--- src/rtl/mem_arbiter.sv ---
// Two-requester (IFU/LSU) arbiter and sequencer for the single ram_dpi port, with programmable access latency.
// Define MEM_ARB_RR_EN for a round-robin tie-break; otherwise the LSU always wins ties.
module mem_arbiter #(
    parameter  int unsigned LATENCY = 1,
    localparam int unsigned AW      = 32,
    localparam int unsigned DW      = 32,
    localparam int unsigned MW      = 8,
    localparam int unsigned CW      = 4
) (
    input  logic          clk,
    input  logic          reset,

    input  logic          ifu_req_valid,
    output logic          ifu_req_ready,
    input  logic [AW-1:0] ifu_req_addr,
    output logic          ifu_resp_valid,
    input  logic          ifu_resp_ready,
    output logic [DW-1:0] ifu_resp_data,

    input  logic          lsu_req_valid,
    output logic          lsu_req_ready,
    input  logic [AW-1:0] lsu_req_addr,
    input  logic          lsu_req_wen,
    input  logic [DW-1:0] lsu_req_wdata,
    input  logic [MW-1:0] lsu_req_wmask,
    output logic          lsu_resp_valid,
    input  logic          lsu_resp_ready,
    output logic [DW-1:0] lsu_resp_rdata,

    output logic          mem_valid,
    output logic          mem_wen,
    output logic [AW-1:0] mem_raddr,
    output logic [AW-1:0] mem_waddr,
    output logic [DW-1:0] mem_wdata,
    output logic [MW-1:0] mem_wmask,
    input  logic [DW-1:0] mem_rdata
);

    typedef enum logic [1:0] {IDLE, WAIT, ACCESS, RESP} state_t;

    state_t        state;
    logic [CW-1:0] cnt;
    logic          own_lsu;
    logic [AW-1:0] lat_addr;
    logic          lat_wen;
    logic [DW-1:0] lat_wdata;
    logic [MW-1:0] lat_wmask;
    logic [DW-1:0] resp_data;

    logic          grant_lsu;
    logic          grant_ifu;
    logic          take_ifu;
    logic          take_lsu;
    logic          in_access;
    logic          do_write;
    logic          resp_done;

    // Tie-break between simultaneous requests
`ifdef MEM_ARB_RR_EN
    logic          last_lsu;
    assign grant_lsu = lsu_req_valid && !(ifu_req_valid && last_lsu);
`else
    assign grant_lsu = lsu_req_valid;
`endif
    assign grant_ifu = ifu_req_valid && !grant_lsu;

    assign take_ifu      = (state == IDLE) && !reset && grant_ifu;
    assign take_lsu      = (state == IDLE) && !reset && grant_lsu;
    assign ifu_req_ready = take_ifu;
    assign lsu_req_ready = take_lsu;

    // Memory port is driven only during an ACCESS cycle not killed by reset
    assign in_access = (state == ACCESS) && !reset;
    assign do_write  = in_access && own_lsu && lat_wen;
    assign mem_valid = in_access;
    assign mem_wen   = do_write;
    assign mem_raddr = in_access ? lat_addr : '0;
    assign mem_waddr = in_access ? lat_addr : '0;
    assign mem_wdata = do_write ? lat_wdata : '0;
    assign mem_wmask = do_write ? lat_wmask : '0;

    assign ifu_resp_data  = resp_data;
    assign lsu_resp_rdata = resp_data;
    assign resp_done      = own_lsu ? lsu_resp_ready : ifu_resp_ready;

    always_ff @(posedge clk) begin
        if (reset) begin
            state          <= IDLE;
            cnt            <= '0;
            own_lsu        <= 1'b0;
            lat_addr       <= '0;
            lat_wen        <= 1'b0;
            lat_wdata      <= '0;
            lat_wmask      <= '0;
            resp_data      <= '0;
            ifu_resp_valid <= 1'b0;
            lsu_resp_valid <= 1'b0;
`ifdef MEM_ARB_RR_EN
            last_lsu       <= 1'b1;
`endif
        end else begin
            case (state)
                IDLE: begin
                    if (take_ifu || take_lsu) begin
                        own_lsu   <= take_lsu;
                        lat_addr  <= take_lsu ? lsu_req_addr : ifu_req_addr;
                        lat_wen   <= take_lsu && lsu_req_wen;
                        lat_wdata <= take_lsu ? lsu_req_wdata : '0;
                        lat_wmask <= take_lsu ? lsu_req_wmask : '0;
`ifdef MEM_ARB_RR_EN
                        last_lsu  <= take_lsu;
`endif
                        if (LATENCY <= 1) begin
                            state <= ACCESS;
                        end else begin
                            cnt   <= CW'(LATENCY - 1);
                            state <= WAIT;
                        end
                    end
                end
                WAIT: begin
                    if (cnt != '0) begin
                        cnt <= cnt - CW'(1);
                    end
                    if (cnt <= CW'(1)) begin
                        state <= ACCESS;
                    end
                end
                ACCESS: begin
                    resp_data <= (own_lsu && lat_wen) ? '0 : mem_rdata;
                    if (own_lsu) begin
                        lsu_resp_valid <= 1'b1;
                    end else begin
                        ifu_resp_valid <= 1'b1;
                    end
                    state <= RESP;
                end
                RESP: begin
                    if (resp_done) begin
                        ifu_resp_valid <= 1'b0;
                        lsu_resp_valid <= 1'b0;
                        state          <= IDLE;
                    end
                end
                default: state <= IDLE;
            endcase
        end
    end

endmodule

--- config.mk ---
export PLATFORM = sky130hd
export DESIGN_NAME = mem_arbiter
export DESIGN_NICKNAME = d
export VERILOG_FILES = /design/src/rtl/mem_arbiter.sv
export SDC_FILE = /design/constraint.sdc
export NUM_CORES = 1
export LEC_CHECK = 0
export ABC_CLOCK_PERIOD_IN_PS = 1950
export BUFFER_PORTS_ARGS = -buffer_cell sky130_fd_sc_hd__buf_4
export CAP_MARGIN = 20
export CORE_AREA = 2 2 122 124
export CTS_CLUSTER_SIZE = 12
export DETAILED_ROUTE_END_ITERATION = 10
export DIE_AREA = 0 0 124 126
export GPL_TIMING_DRIVEN = 0
export PLACE_DENSITY = 0.71
export SLEW_MARGIN = 25
export SYNTH_ARGS = -nofsm -noshare
export SYNTH_HDL_FRONTEND = slang
export SYNTH_SLANG_ARGS = --single-unit
--- constraint.sdc ---
create_clock -name clk -period 1.95 [get_ports clk]
set_input_delay 0.195 -clock clk [delete_from_list [all_inputs] [get_ports clk]]
set_output_delay 0.195 -clock clk [all_outputs]
set_load 0.03 [all_outputs]
==> key figures <==
Pwr
  – Clk pwr share: 0.382
  – Peak supply drop: 0.540 mV
  – Logic pwr share: 0.281
  – Psw: 0.00246 W
  – Pint: 0.00579 W
  – Leakage power: 4.85 nW
  – Switching share of power: 0.298
  – PwrDens: 862 mW/mm^2
  – Sequential power share: 0.337

Cells and area
  – Commonest non-fill, non-tap cell in the layout: buf_4
  – Layout overhead on the synthesized area: 75.9%
  – Post-route cell area: 0.00958 mm^2
  – Fin nets: 1,157
  – Antenna Cells: 0
  – Commonest non-fill, non-tap cells in the layout: buf_4, dfxtp_1, buf_6
  – Share of cells above drive strength 1: 0.497

Global route
  – Largest net degree at the start of global routing: 17
  – Number of antenna violations at the first check in global routing: 0
  – Total grt overflow: 0
  – Vias in the first global route: 5,576
  – GRT Resource Usage Total: 0.232
  – First-pass GRT wire length: 28.3 mm

Timing
  – Worst slew pin tran: 0.559 ns
  – Final setup viols: 0
  – Final hold viol count: 0
  – Slew margin rel.: 0.627
  – Fmax: 534 MHz
  – Final Cycle Share: 0.961
  – Clock Skews: 0.00772 ns
  – RSZ-0062 raised after global routing: no
  – Minimum clock period: 1.87 ns
  – Final Max Tran Viols: 0
  – Min Hold Slack: 0.0285 ns

Placed design
  – HPWL Detailed: 13.1 mm
  – RePlAce Congestion: 0.900
  – Placement Cell Area: 0.00803 mm^2
  – PortBufs: 314

CTS
  – Clock buffer depth: 2
  – Clock Latency Late Sink: 0.41 ns
  – Clk slew on worst S/H paths: 0.06 ns
  – Root Driver: clkbuf_16
  – CTS Sinks: 114
  – CTS tree: yes
  – H-Tree Depth: 4
  – TritonCTS Buffers: 17

Yosys
  – Post-synth EDFFs: 0
  – Synth cell types: 36
  – Mapped cell area: 0.00545 mm^2
  – Synth Register Bits: 114
  – Sequential area share after synthesis: 0.419
  – Post-synth top flop: dfxtp_1
  – Avg Cell Area, Syn: 8.76 um^2
  – Syn_nets: 768
  – Synthesized instance count: 622
  – Warnings, synthesis: 0
  – Synth async-reset ratio: 0

Floorplan
  – Die W: 124 um
  – # rows: 44
  – Total die area: 0.0156 mm^2
  – Die Y: 126 um
  – Core Box Area: 0.0143 mm^2
  – Starting Density: 0.381
  – IO Pins: 317

Worst setup path
  – Setup CP Type: flip-flop to output pin
  – Startpoint Class: flip-flop
  – Reg-to-reg critical path startpoint: state[1]
  – RR Endpoint: lat_addr[11]
  – Register-to-Register Setup Slack: 0.18 ns
  – CP Capture Type: output pin
  – CP required: 1.75 ns
  – CP arrival: 1.68 ns
  – R2R depth: 7
  – Worst Path Max Fanout: 5

Worst hold path
  – Worst hold endpoint: lat_wdata[27]
  – Hold Path Depth: 2
  – Hold path startpoint: lsu_req_wdata[27]
  – Hold WC Path Type: primary input to flip-flop

Outcome
  – Status: completed

Routing
  – Initial DRC count: 289
  – TritonRoute pass-1 iters: 4
  – Per-cell routed wire length: 15.2 um
  – Vias per inst: 4.83
  – Drt drc: 0
  – Remaining antenna violation count: 0
  – Total wire length: 18.4 mm
  – Via count: 5,839

Run
  – Max Cap Violations: 0
-- logic make-up (layout without fill, tap and decap cells) --
logic type | Yosys count | count (layout) | share of synthesized area
compound gates | 151 | 151 | 0.216
mux | 3 | 3 | 0.00597
simple gates | 198 | 198 | 0.191
buf+inv | 153 | 555 | 0.161
fa+ha+maj | 3 | 3 | 0.00689
flops | 114 | 114 | 0.419
-- worst max path at each step --
stage                  start             to  slack, ns  cells after the start
global route        state[1]   mem_waddr[0]      0.005                      8
CTS                 state[0]  mem_waddr[19]      -0.03                      8
global placement    state[1]  mem_waddr[21]      -0.13                      8
finish              state[1]  mem_waddr[17]       0.08                      8
floorplan           state[1]  mem_waddr[30]        0.1                      7
detailed placement  state[1]  mem_waddr[21]      -0.12                      8
-- power groups by stage --
stage | sequential [W] | clock (W) | combinational, W
after floorplan | 0.00294 | 0 | 0.00113
after global placement | 0.00281 | 0 | 0.00201
after detailed placement | 0.00281 | 0 | 0.00203
after CTS | 0.00278 | 0.00322 | 0.00230
after global routing | 0.00281 | 0.00333 | 0.00249
final | 0.00278 | 0.00316 | 0.00232
-- what timing repair did --
action / CTS / global route
hold buffers: 39 / 0
pin swaps: 9 / 2
gates resized for setup: 118 / 10
gates cloned: 3 / 0
endpoints found under the setup margin: 107 / 94
setup buffers: 12 / 3
hold endpoints to repair: 39 / 0
-- synth_stat cells (21+ instances only) --
library cell  number  area, um^2
nand3_1           33         165
nand2_1           34         128
a22o_1            41         359
clkbuf_1          21        78.8
a21oi_1           37         185
buf_2             31         155
o22a_1            32         280
a221oi_1          31         272
inv_1             34         128
and2_1            72         450
nor2_1            38         143
buf_4             64         480
dfxtp_1          114        2280
-- stage by stage --
step	cells	util	worst slack, ns	power, W	TNS, ns
floorplan	622	-	0.0968	0.00407	0
global placement	1120	0.561	-0.130	0.00482	-1.17
detailed placement	1120	0.561	-0.124	0.00485	-0.946
CTS	1206	0.666	-0.0289	0.00829	-0.349
global route	1208	0.669	0.00457	0.00863	0
finish	1208	0.669	0.0756	0.00825	0
-- registers in the layout (all words and copies together), names as in the netlist --
name / cells
ifu_resp_data: 32
lat_addr: 32
lat_wdata: 32
lat_wmask: 8
cnt: 4
state: 2
ifu_resp_valid: 1
lat_wen: 1
lsu_resp_valid: 1
own_lsu: 1
-- metal layers --
metal | vias up | routed length [um] | track usage
met5 | - | 0 | 0
met4 | 0 | 318 | 0.0734
met3 | 27 | 1400 | 0.0580
met2 | 223 | 9220 | 0.393
met1 | 2722 | 7430 | 0.287
li1 | 2867 | - | -
-- area by class of cell --
type	count	area, um^2
Multi-Input combinational cell	355	2410
Clock buffer	19	443
Tap cell	184	230
Buffer	118	877
Inverter	34	128
Clock inverter	13	161
Timing Repair Buffer	371	3040
Fill cell	1202	4730
Sequential cell	114	2290
-- worst max-delay path, cell delays in order, from the launching register on --
cell,delay (ns)
dfxtp_2,0.32
buf_6,0.10
nand2b_4,0.08
nor2_4,0.12
buf_6,0.16
buf_8,0.12
and2_4,0.15
buf_6,0.09
buf_6,0.12
(Power assumes the default switching activity.)
